--- config.mk ---
export PLATFORM = sky130hd
export DESIGN_NAME = taus_urng_array
export DESIGN_NICKNAME = d
export VERILOG_FILES = /design/src/rtl/taus_urng_array.sv
export SDC_FILE = /design/constraint.sdc
export NUM_CORES = 1
export LEC_CHECK = 0
export CELL_PAD_IN_SITES_DETAIL_PLACEMENT = 0
export CELL_PAD_IN_SITES_GLOBAL_PLACEMENT = 2
export CORE_ASPECT_RATIO = 0.9
export CORE_MARGIN = 2
export CORE_UTILIZATION = 36
export CTS_CLUSTER_DIAMETER = 120
export DETAILED_ROUTE_END_ITERATION = 10
export HOLD_SLACK_MARGIN = 0.1
export PLACE_DENSITY = 0.76
export SLEW_MARGIN = 20
export SYNTH_ARGS = -nofsm -noshare
export SYNTH_HDL_FRONTEND = slang
export SYNTH_SLANG_ARGS = --single-unit
--- constraint.sdc ---
create_clock -name clk -period 5.01 [get_ports clk]
set_input_delay 0.501 -clock clk [delete_from_list [all_inputs] [get_ports clk]]
set_output_delay 0.501 -clock clk [all_outputs]
set_load 0.05 [all_outputs]
--- src/rtl/taus_urng_array.sv ---
// NUM_CH parallel taus88 uniform generators with per-channel seed loading, run enable,
// valid/ready output and a transfer counter. Define TAUS_SEED_GUARD_EN to replace degenerate seed words.
module taus_urng_array #(
    parameter int          NUM_CH = 2,
    parameter int          CNT_W  = 32,
    parameter logic [31:0] SEED0  = 32'h7fffeeee,
    parameter logic [31:0] SEED1  = 32'h7ddddddd,
    parameter logic [31:0] SEED2  = 32'h7dddeeee,
    localparam int         CH_W   = (NUM_CH > 32'sd1) ? $clog2(NUM_CH) : 32'sd1
) (
    input  logic                 clk,
    input  logic                 rst,
    input  logic                 en,
    input  logic                 seed_wr,
    input  logic [CH_W-1:0]      seed_ch,
    input  logic [1:0]           seed_idx,
    input  logic [31:0]          seed_data,
    output logic                 out_valid,
    input  logic                 out_ready,
    output logic [32*NUM_CH-1:0] out_data,
    output logic [CNT_W-1:0]     sample_cnt
);

    typedef enum logic [1:0] {
        ST_IDLE   = 2'd0,
        ST_RUN    = 2'd1,
        ST_RESEED = 2'd2
    } state_e;

    function automatic logic [31:0] default_seed(input int ch, input int k);
        logic [31:0] base;
        logic [31:0] mix;
        case (k)
            32'sd0:  base = SEED0;
            32'sd1:  base = SEED1;
            default: base = SEED2;
        endcase
        mix = 32'(ch) * 32'h9E3779B9;
        return base ^ mix;
    endfunction

    function automatic logic [31:0] step0(input logic [31:0] s);
        logic [31:0] b;
        b = ((s << 5'd13) ^ s) >> 5'd19;
        return ((s & 32'hfffffffe) << 5'd12) ^ b;
    endfunction

    function automatic logic [31:0] step1(input logic [31:0] s);
        logic [31:0] b;
        b = ((s << 5'd2) ^ s) >> 5'd25;
        return ((s & 32'hfffffff8) << 5'd4) ^ b;
    endfunction

    function automatic logic [31:0] step2(input logic [31:0] s);
        logic [31:0] b;
        b = ((s << 5'd3) ^ s) >> 5'd11;
        return ((s & 32'hfffffff0) << 5'd17) ^ b;
    endfunction

`ifdef TAUS_SEED_GUARD_EN
    // Words that would lock a component into its all-zero cycle fall back to the channel default.
    function automatic logic [31:0] guard_seed(input int ch, input int k, input logic [31:0] w);
        logic degen;
        case (k)
            32'sd0:  degen = (w < 32'd2);
            32'sd1:  degen = (w < 32'd8);
            32'sd2:  degen = (w < 32'd16);
            default: degen = 1'b0;
        endcase
        if (degen) begin
            return default_seed(ch, k);
        end else begin
            return w;
        end
    endfunction
`endif

    state_e               state_q, state_d;
    logic [31:0]          st_q    [NUM_CH][3];
    logic [31:0]          st_d    [NUM_CH][3];
    logic [31:0]          st_nx_s [NUM_CH][3];
    logic [32*NUM_CH-1:0] samp_s;
    logic [32*NUM_CH-1:0] out_data_q, out_data_d;
    logic                 out_valid_q, out_valid_d;
    logic [CNT_W-1:0]     cnt_q, cnt_d;
    logic                 accept_s;
    logic                 do_write_s;
    logic                 do_advance_s;
    logic                 do_count_s;

    assign accept_s   = out_valid_q & out_ready;
    assign out_valid  = out_valid_q;
    assign out_data   = out_data_q;
    assign sample_cnt = cnt_q;

    // FSM state register.
    always_ff @(posedge clk) begin
        if (rst) begin
            state_q <= ST_IDLE;
        end else begin
            state_q <= state_d;
        end
    end

    // FSM next state: a seed strobe pre-empts every state.
    always_comb begin
        state_d = state_q;
        if (seed_wr) begin
            state_d = ST_RESEED;
        end else begin
            case (state_q)
                ST_IDLE: begin
                    if (en) begin
                        state_d = ST_RUN;
                    end else begin
                        state_d = ST_IDLE;
                    end
                end
                ST_RUN: begin
                    if (accept_s && !en) begin
                        state_d = ST_IDLE;
                    end else begin
                        state_d = ST_RUN;
                    end
                end
                ST_RESEED: state_d = ST_IDLE;
                default:   state_d = ST_IDLE;
            endcase
        end
    end

    // FSM outputs: datapath controls.
    always_comb begin
        do_write_s   = 1'b0;
        do_advance_s = 1'b0;
        do_count_s   = 1'b0;
        if (seed_wr) begin
            do_write_s = 1'b1;
        end else begin
            case (state_q)
                ST_RUN: begin
                    do_advance_s = en & (~out_valid_q | out_ready);
                    do_count_s   = accept_s;
                end
                ST_IDLE, ST_RESEED: begin
                    do_advance_s = 1'b0;
                    do_count_s   = 1'b0;
                end
                default: begin
                    do_advance_s = 1'b0;
                    do_count_s   = 1'b0;
                end
            endcase
        end
    end

    // One taus88 step per channel from the current state.
    always_comb begin
        samp_s = {(32*NUM_CH){1'b0}};
        for (int c = 0; c < NUM_CH; c++) begin
            st_nx_s[c][0] = step0(st_q[c][0]);
            st_nx_s[c][1] = step1(st_q[c][1]);
            st_nx_s[c][2] = step2(st_q[c][2]);
            samp_s[32*c +: 32] = st_nx_s[c][0] ^ st_nx_s[c][1] ^ st_nx_s[c][2];
        end
    end

    // Datapath next state; out-of-range channel or component 3 matches no slot and is dropped.
    always_comb begin
        st_d        = st_q;
        out_data_d  = out_data_q;
        out_valid_d = out_valid_q;
        cnt_d       = cnt_q;
        if (do_write_s) begin
            out_valid_d = 1'b0;
            for (int c = 0; c < NUM_CH; c++) begin
                for (int k = 0; k < 3; k++) begin
                    if ((int'(seed_ch) == c) && (int'(seed_idx) == k)) begin
`ifdef TAUS_SEED_GUARD_EN
                        st_d[c][k] = guard_seed(c, k, seed_data);
`else
                        st_d[c][k] = seed_data;
`endif
                    end else begin
                        st_d[c][k] = st_q[c][k];
                    end
                end
            end
        end else begin
            if (do_count_s) begin
                cnt_d = cnt_q + CNT_W'(1'b1);
            end else begin
                cnt_d = cnt_q;
            end
            if (do_advance_s) begin
                st_d        = st_nx_s;
                out_data_d  = samp_s;
                out_valid_d = 1'b1;
            end else if (do_count_s) begin
                out_valid_d = 1'b0;
            end else begin
                out_valid_d = out_valid_q;
            end
        end
    end

    // Generator state, output and counter registers.
    always_ff @(posedge clk) begin
        if (rst) begin
            for (int c = 0; c < NUM_CH; c++) begin
                for (int k = 0; k < 3; k++) begin
                    st_q[c][k] <= default_seed(c, k);
                end
            end
            out_data_q  <= {(32*NUM_CH){1'b0}};
            out_valid_q <= 1'b0;
            cnt_q       <= {CNT_W{1'b0}};
        end else begin
            for (int c = 0; c < NUM_CH; c++) begin
                for (int k = 0; k < 3; k++) begin
                    st_q[c][k] <= st_d[c][k];
                end
            end
            out_data_q  <= out_data_d;
            out_valid_q <= out_valid_d;
            cnt_q       <= cnt_d;
        end
    end

endmodule

==> results.md, run 1 <==
- Status: finished, final reports clean
- Core area: 37,100 um2
- Routed vias/inst: roughly 5.2
- Num rows: 67
- Clock power share: 0.424
- Vias: roughly 11,000
- Filler cells: 3,740
- Gpl congestion: 0.819
- Commonest non-fill, non-tap cell in the layout: dfxtp_1
- Max-cap viol count: 0
- Initial antenna violation count: 1
- Final WL: 44.8 mm
- Worst Setup SP: out_ready
- Critical Path, Cell by Cell: clkdlybuf4s50_1, nor2b_1, or3_1, buf_4, nor2_1, nor3_1
- Port Buffer Count: 135
- Tightest Pin Transition: ~1000 ps
- Fin. max-slew vios: 0
- CP required: 5440 ps
- CTS Hold Bufs: 0
- Worst reg2reg path depth: 5
- Sw Ratio: 0.274
- Slew margin rel.: 0.309
- RR Endpoint: out_data[17]
- Max stage delay on crit path: roughly 820 ps
- Top FF cell, synth: dfxtp_1
- Maximum VDD drop: 0.000172 V
- Skew final: between 20 and 25 ps
- Sequential fraction of the synthesis area: 0.475
- Setup crit end kind: flop
- Worst-path clk slew: 60 ps
- Cell Pwr Density: approximately 350 nW/um2
- Final hold violation count: 0
- Setup TNS Final: 0 ps
- Net load switching power: around 1500 uW
- DR iter-0 viols: 677
- Worst path slowest cell: or3_1
- CP top delay family: simple AND/OR/NAND/NOR gates
- Worst-Skew Late Latency: 520 ps
- Min-delay src: out_data[60]
- Total nets after synthesis: 1,492
- Post-synth ARST share: 0
- DP HPWL: 31.7 mm
- Post-CTS Resized: 0
- Ports: 137
- DR pass1 iterations: 5
- Critical path buffers and inverters: 2
- Hold path endpoint: out_data[60]
- Deepest clock path buffer count: 3
- First-pass GRT wire length: 66.3 mm
- Die Wd: roughly 210 um
- Routed wire per std cell: around 22 um
- Reg2reg start: out_valid
- Largest net degree at the start of global routing: 141
- Crit-path max FO: 20
- Clk root buf: clkbuf_16
- Final period util: 0.546
- Comb power frac: 0.131
- Min Tclk post-route: around 2700 ps
- Layout area overhead: 20.2%
- Post-Syn Area: 13,400 um2
- P_leak: 0.00581 uW
- Final net count: 1,578
- Vias in the first global route: between 10,000 and 15,000
- Gr usage total: 0.225
- CP Launch Type: primary input
- CTS Buf Count: 34
- Overflow after GRT: 0
- Number of remaining DRC errors: 0
- Sequential Power Share: 0.445
- Internal Pwr Total: 4080 uW
- Commonest non-fill, non-tap cells in the layout: dfxtp_1, nor2_1, xnor2_1, clkdlybuf4s50_1, nand2_1
- Synth cell types: 53
- #FFs+latches synth: 275
- Clock H-tree levels: 2
- Setup CP Type: in -> reg
- Final core utilization: 0.436
- Reg2Reg Setup Slack: 2310 ps
- Yosys warning count: 0
- Worst Hold Class: reg -> reg
- Die area: 38,900 um2
- CP arrival: approximately 3200 ps
- RSZ-0062 raised after global routing: no
- Post-Syn Area per Cell: 9.26 um2
- Final antenna-violating net count: 0
- Die H: 187 um
- Post-CTS Setup Inserts: 0
- TritonCTS clock tree: done
- Syn Inst Count: 1,451
- Starting Density: 0.363
- Number of flops mapped to enable cells by yosys: 88
- Fmax: 0.365 GHz
- Clk sinks: between 200 and 300
- Final-report setup violation count: 0
- Hold Path Depth: 2
- Share of cells above drive strength 1: 0.0519
how the worst max path moves through the flow:
stage / end / cells past startpoint
3_5_place_dp: out_data[17] / 6
2_1_floorplan: st_q[65] / 5
4_1_cts: out_data[17] / 6
6_report: out_data[17] / 6
3_3_place_gp: out_data[62] / 6
5_1_grt: out_data[53] / 6
cells by family after synthesis:
| group | share of synthesized area |
|---|---|
| xor gates and xnor gates | 0.141 |
| AOI/OAI and AO/OA | 0.171 |
| muxes | 0.00531 |
| and+or+nand+nor | 0.157 |
| buffers and inverters | 0.0486 |
| adders and majority gates | 0.000931 |
| DFF | 0.475 |
metal layers:
layer  share of wire  global-route usage
met5         0.00029                   0
met4           0.017              0.0518
met3           0.054              0.0312
met2            0.43               0.338
met1            0.50               0.340
metrics by stage:
step	hold slack (ps)	cells	setup WS [ps]	power (uW)	area, um2
floorplan	457	1451	874	3000	13400
global placement	441	1984	1740	3270	15100
detailed placement	445	1984	1700	3280	15100
CTS	453	2045	2230	5660	16200
global route	466	2045	2060	5800	16200
finish	450	2046	2270	5620	16200
layout make-up:
class / instances / area (um2) / share of cell area
flip-flops and latches: 275 / 6390 / 0.395
clock buffers: 54 / 1020 / 0.0629
multi-input cells: 1024 / 6430 / 0.398
repair buffers: 152 / 1480 / 0.0916
inverters: 50 / 188 / 0.0116
well taps: 483 / 604 / 0.0374
clock inverters: 7 / 51.3 / 0.00318
diodes: 1 / 2.50 / 0.000155
power by group through the flow:
stage	combinational, uW	sequential [uW]	clock [uW]
after floorplan	457	2540	0
after global placement	730	2540	0
after detailed placement	731	2550	0
after CTS	735	2500	2430
after global routing	793	2510	2500
final	736	2500	2380
state kept, by name, summed over array words and instances, names as in the netlist:
register,count
st_q,176
out_data,64
sample_cnt,32
state_q,2
out_valid,1
synth_stat cells (8+ instances only):
| library cell | count | share of area |
|---|---|---|
| buf_2 | 26 | 0.0097 |
| nor2_1 | 161 | 0.045 |
| xnor2_1 | 153 | 0.10 |
| a21oi_1 | 89 | 0.033 |
| clkbuf_1 | 67 | 0.019 |
| and3_1 | 19 | 0.0088 |
| nand2_1 | 132 | 0.037 |
| nor3_1 | 13 | 0.0048 |
| a211oi_1 | 48 | 0.027 |
| edfxtp_1 | 88 | 0.20 |
| o31ai_1 | 17 | 0.0095 |
| dfxtp_1 | 187 | 0.28 |
| xor2_1 | 64 | 0.042 |
| o21bai_1 | 44 | 0.025 |
| nand4_1 | 13 | 0.0061 |
| and2_1 | 13 | 0.0061 |
| nand2b_1 | 28 | 0.013 |
| a211o_1 | 23 | 0.015 |
| a21o_1 | 10 | 0.0056 |
| o21ai_0 | 91 | 0.034 |
| or3_1 | 8 | 0.0037 |
| nand3b_1 | 12 | 0.0067 |
| nand3_1 | 10 | 0.0037 |
| inv_1 | 48 | 0.013 |
| or4_1 | 16 | 0.0089 |
worst reg2reg max path, delay by kind of cell (launching register included):
kind	cells	cell delay, ps
buffers and inverters	1	400
flip-flops	1	390
AND/OR/NAND/NOR	4	1830
No activity file was read; power rests on OpenSTA's default activity.
==> run 2: changes to the inputs <==
--- a/config.mk
+++ b/config.mk
@@ -9,11 +9,11 @@
 export CELL_PAD_IN_SITES_GLOBAL_PLACEMENT = 2
 export CORE_ASPECT_RATIO = 0.9
 export CORE_MARGIN = 2
-export CORE_UTILIZATION = 36
+export CORE_UTILIZATION = 32
 export CTS_CLUSTER_DIAMETER = 120
 export DETAILED_ROUTE_END_ITERATION = 10
 export HOLD_SLACK_MARGIN = 0.1
-export PLACE_DENSITY = 0.76
+export PLACE_DENSITY = 0.71
 export SLEW_MARGIN = 20
 export SYNTH_ARGS = -nofsm -noshare
 export SYNTH_HDL_FRONTEND = slang
==> constraint.sdc (replaced) <==
create_clock -name clk -period 2.4 [get_ports clk]
set_input_delay 0.24 -clock clk [delete_from_list [all_inputs] [get_ports clk]]
set_output_delay 0.24 -clock clk [all_outputs]
set_load 0.05 [all_outputs]
==> run 2 against run 1 <==
Effect of this change:
- clock power increased by 120%
- largest cell class unchanged
- critical path depth unchanged
- sequential power is 110% higher
- core utilization fell by 3.4 points
- wire length is 4.1% higher
- largest power group unchanged
- via count increased by 0.59%
- critical path type unchanged
==> results.md, run 2 (synthesis gave the netlist of run 1 again) <==
- DP Worst Slack: -7.96 ps
- Largest net degree at the start of global routing: 76
- Min Tclk post-route: 2240 ps
- Cell Pwr Density: approximately 720 nW/um2
- Die Wd: 220 um
- Die area: ~44,000 um2
- Vias: 10,800
- Commonest non-fill, non-tap cells in the layout: dfxtp_1, nor2_1, xnor2_1, clkdlybuf4s50_1, nand2_1
- Worst path slowest cell: o31a_1
- CTS Buf Count: 35
- Final hold violation count: 0
- CP top delay family: compound AO/OA/AOI/OAI gates
- Skew final: 25.5 ps
- Num rows: 71
- Crit-path max FO: 16
- Critical Path, Cell by Cell: dlygate4sd3_1, buf_4, or3b_4, o31a_1, and2_0, a311o_1
- Overflow after GRT: 0
- Core area: 41,600 um2
- Worst-path clk slew: 60 ps
- Final antenna-violating net count: 0
- Post-CTS Setup Inserts: 0
- Clk sinks: 275
- Die H: 198 um
- Worst Hold Class: in -> reg
- Status: finished, final reports clean
- Final-report setup violation count: 0
- Sw Ratio: 0.267
- Share of cells above drive strength 1: 0.0704
- Setup CP Type: in -> reg
- Fmax: 0.446 GHz
- Initial antenna violation count: 4
- RSZ-0062 raised after global routing: no
- Number of remaining DRC errors: 0
- CP required: 2790 ps
- P_leak: about 0.0060 uW
- Ports: 137
- DR iter-0 viols: 760
- Final net count: about 1,600
- Register name with the most flops: st_q
- Max stage delay on crit path: 560 ps
- Routed vias/inst: 5.04
- Routed wire per std cell: about 22 um
- Internal Pwr Total: 8800 uW
- Clock power share: 0.432
- Comb power frac: 0.133
- Gpl congestion: 0.836
- Deepest clock path buffer count: 3
- Layout area overhead: 24.2%
- Final period util: 0.935
- Sequential Power Share: 0.435
- Slew margin rel.: 0.377
- Gr usage total: 0.215
- Clk root buf: clkbuf_16
- Net load switching power: around 3200 uW
- TritonCTS clock tree: done
- Tightest Pin Transition: 935 ps
- DP HPWL: 34.1 mm
- Maximum VDD drop: 0.000373 V
- Final WL: approximately 47 mm
- Post-CTS Resized: 0
- Port Buffer Count: 135
- First-pass GRT wire length: 69.2 mm
- Max-cap viol count: 0
- Worst-Skew Late Latency: 530 ps
- CP Launch Type: primary input
- Max reg flops: 176
- Fin. max-slew vios: 0
- Vias in the first global route: 10,600
- Worst Setup Slack, final: 157 ps
- DR pass1 iterations: 5
- Setup crit end kind: flop
- Starting Density: 0.323
- Clock H-tree levels: 2
- CP arrival: 2630 ps
- Commonest non-fill, non-tap cell in the layout: dfxtp_1
- Critical path buffers and inverters: 2
- Hold_ws: 108 ps
-- run 2: changes by cell type in the layout (fill, tap and decap cells not counted), moves of 3 or more --
cell,change
buf_12,+14
clkbuf_16,+3
clkbuf_8,-3
buf_4,+16
-- run 2: path summary, 6_finish.rpt --
kind | start | endpoint | slack (ps) | depth (start not counted)
max | seed_wr | st_q[167] | 160 | 6
min | rst | sample_cnt[23] | 110 | 2
max reg2reg | sample_cnt[0] | sample_cnt[28] | 250 | 5
min reg2reg | out_data[22] | out_data[22] | 450 | 2
-- run 2: cell type report --
class / count / area [um2]
Antenna cell: 2 / 5.00
Clock buffer: 56 / 1070
Clock inverter: 4 / 47.5
Fill cell: 4205 / 24900
Inverter: 50 / 188
Multi-Input combinational cell: 1024 / 6430
Sequential cell: 275 / 6390
Tap cell: 547 / 684
Timing Repair Buffer: 183 / 1890
-- run 2: worst reg2reg max path, delay by kind of cell (launching register included) --
family / cells / cell delay [ps]
and+or+nand+nor: 3 / 1320
DFF: 1 / 400
adders and majority gates: 1 / 210
AOI/OAI and AO/OA: 1 / 140
-- run 2: what timing repair did --
action	in CTS	in global routing
endpoints found under the setup margin	0	4
hold buffers	1	0
endpoints found under the hold margin	2	0
-- run 2: metrics by stage --
stage	cell area, um2	util	setup TNS (ps)	cells	power, uW
after global placement	15600	0.374	0	2078	6910
after global routing	16700	0.402	0	2140	12500
after CTS	16700	0.402	0	2139	12100
final	16700	0.402	0	2141	12000
after floorplan	13500	-	0	1451	6250
after detailed placement	15600	0.374	-9.99	2078	6910
-- run 2: routing by layer --
metal,track usage,wire length (um)
met1,0.311,22600
met2,0.319,19800
met3,0.0486,3180
met4,0.0577,1090
met5,0,44
-- run 2: power groups by stage --
stage / sequential, uW / clock [uW] / combinational, uW
finish: 5220 / 5190 / 1600
detailed placement: 5320 / 0 / 1590
global route: 5240 / 5500 / 1730
CTS: 5220 / 5330 / 1600
floorplan: 5300 / 0 / 958
global placement: 5320 / 0 / 1590
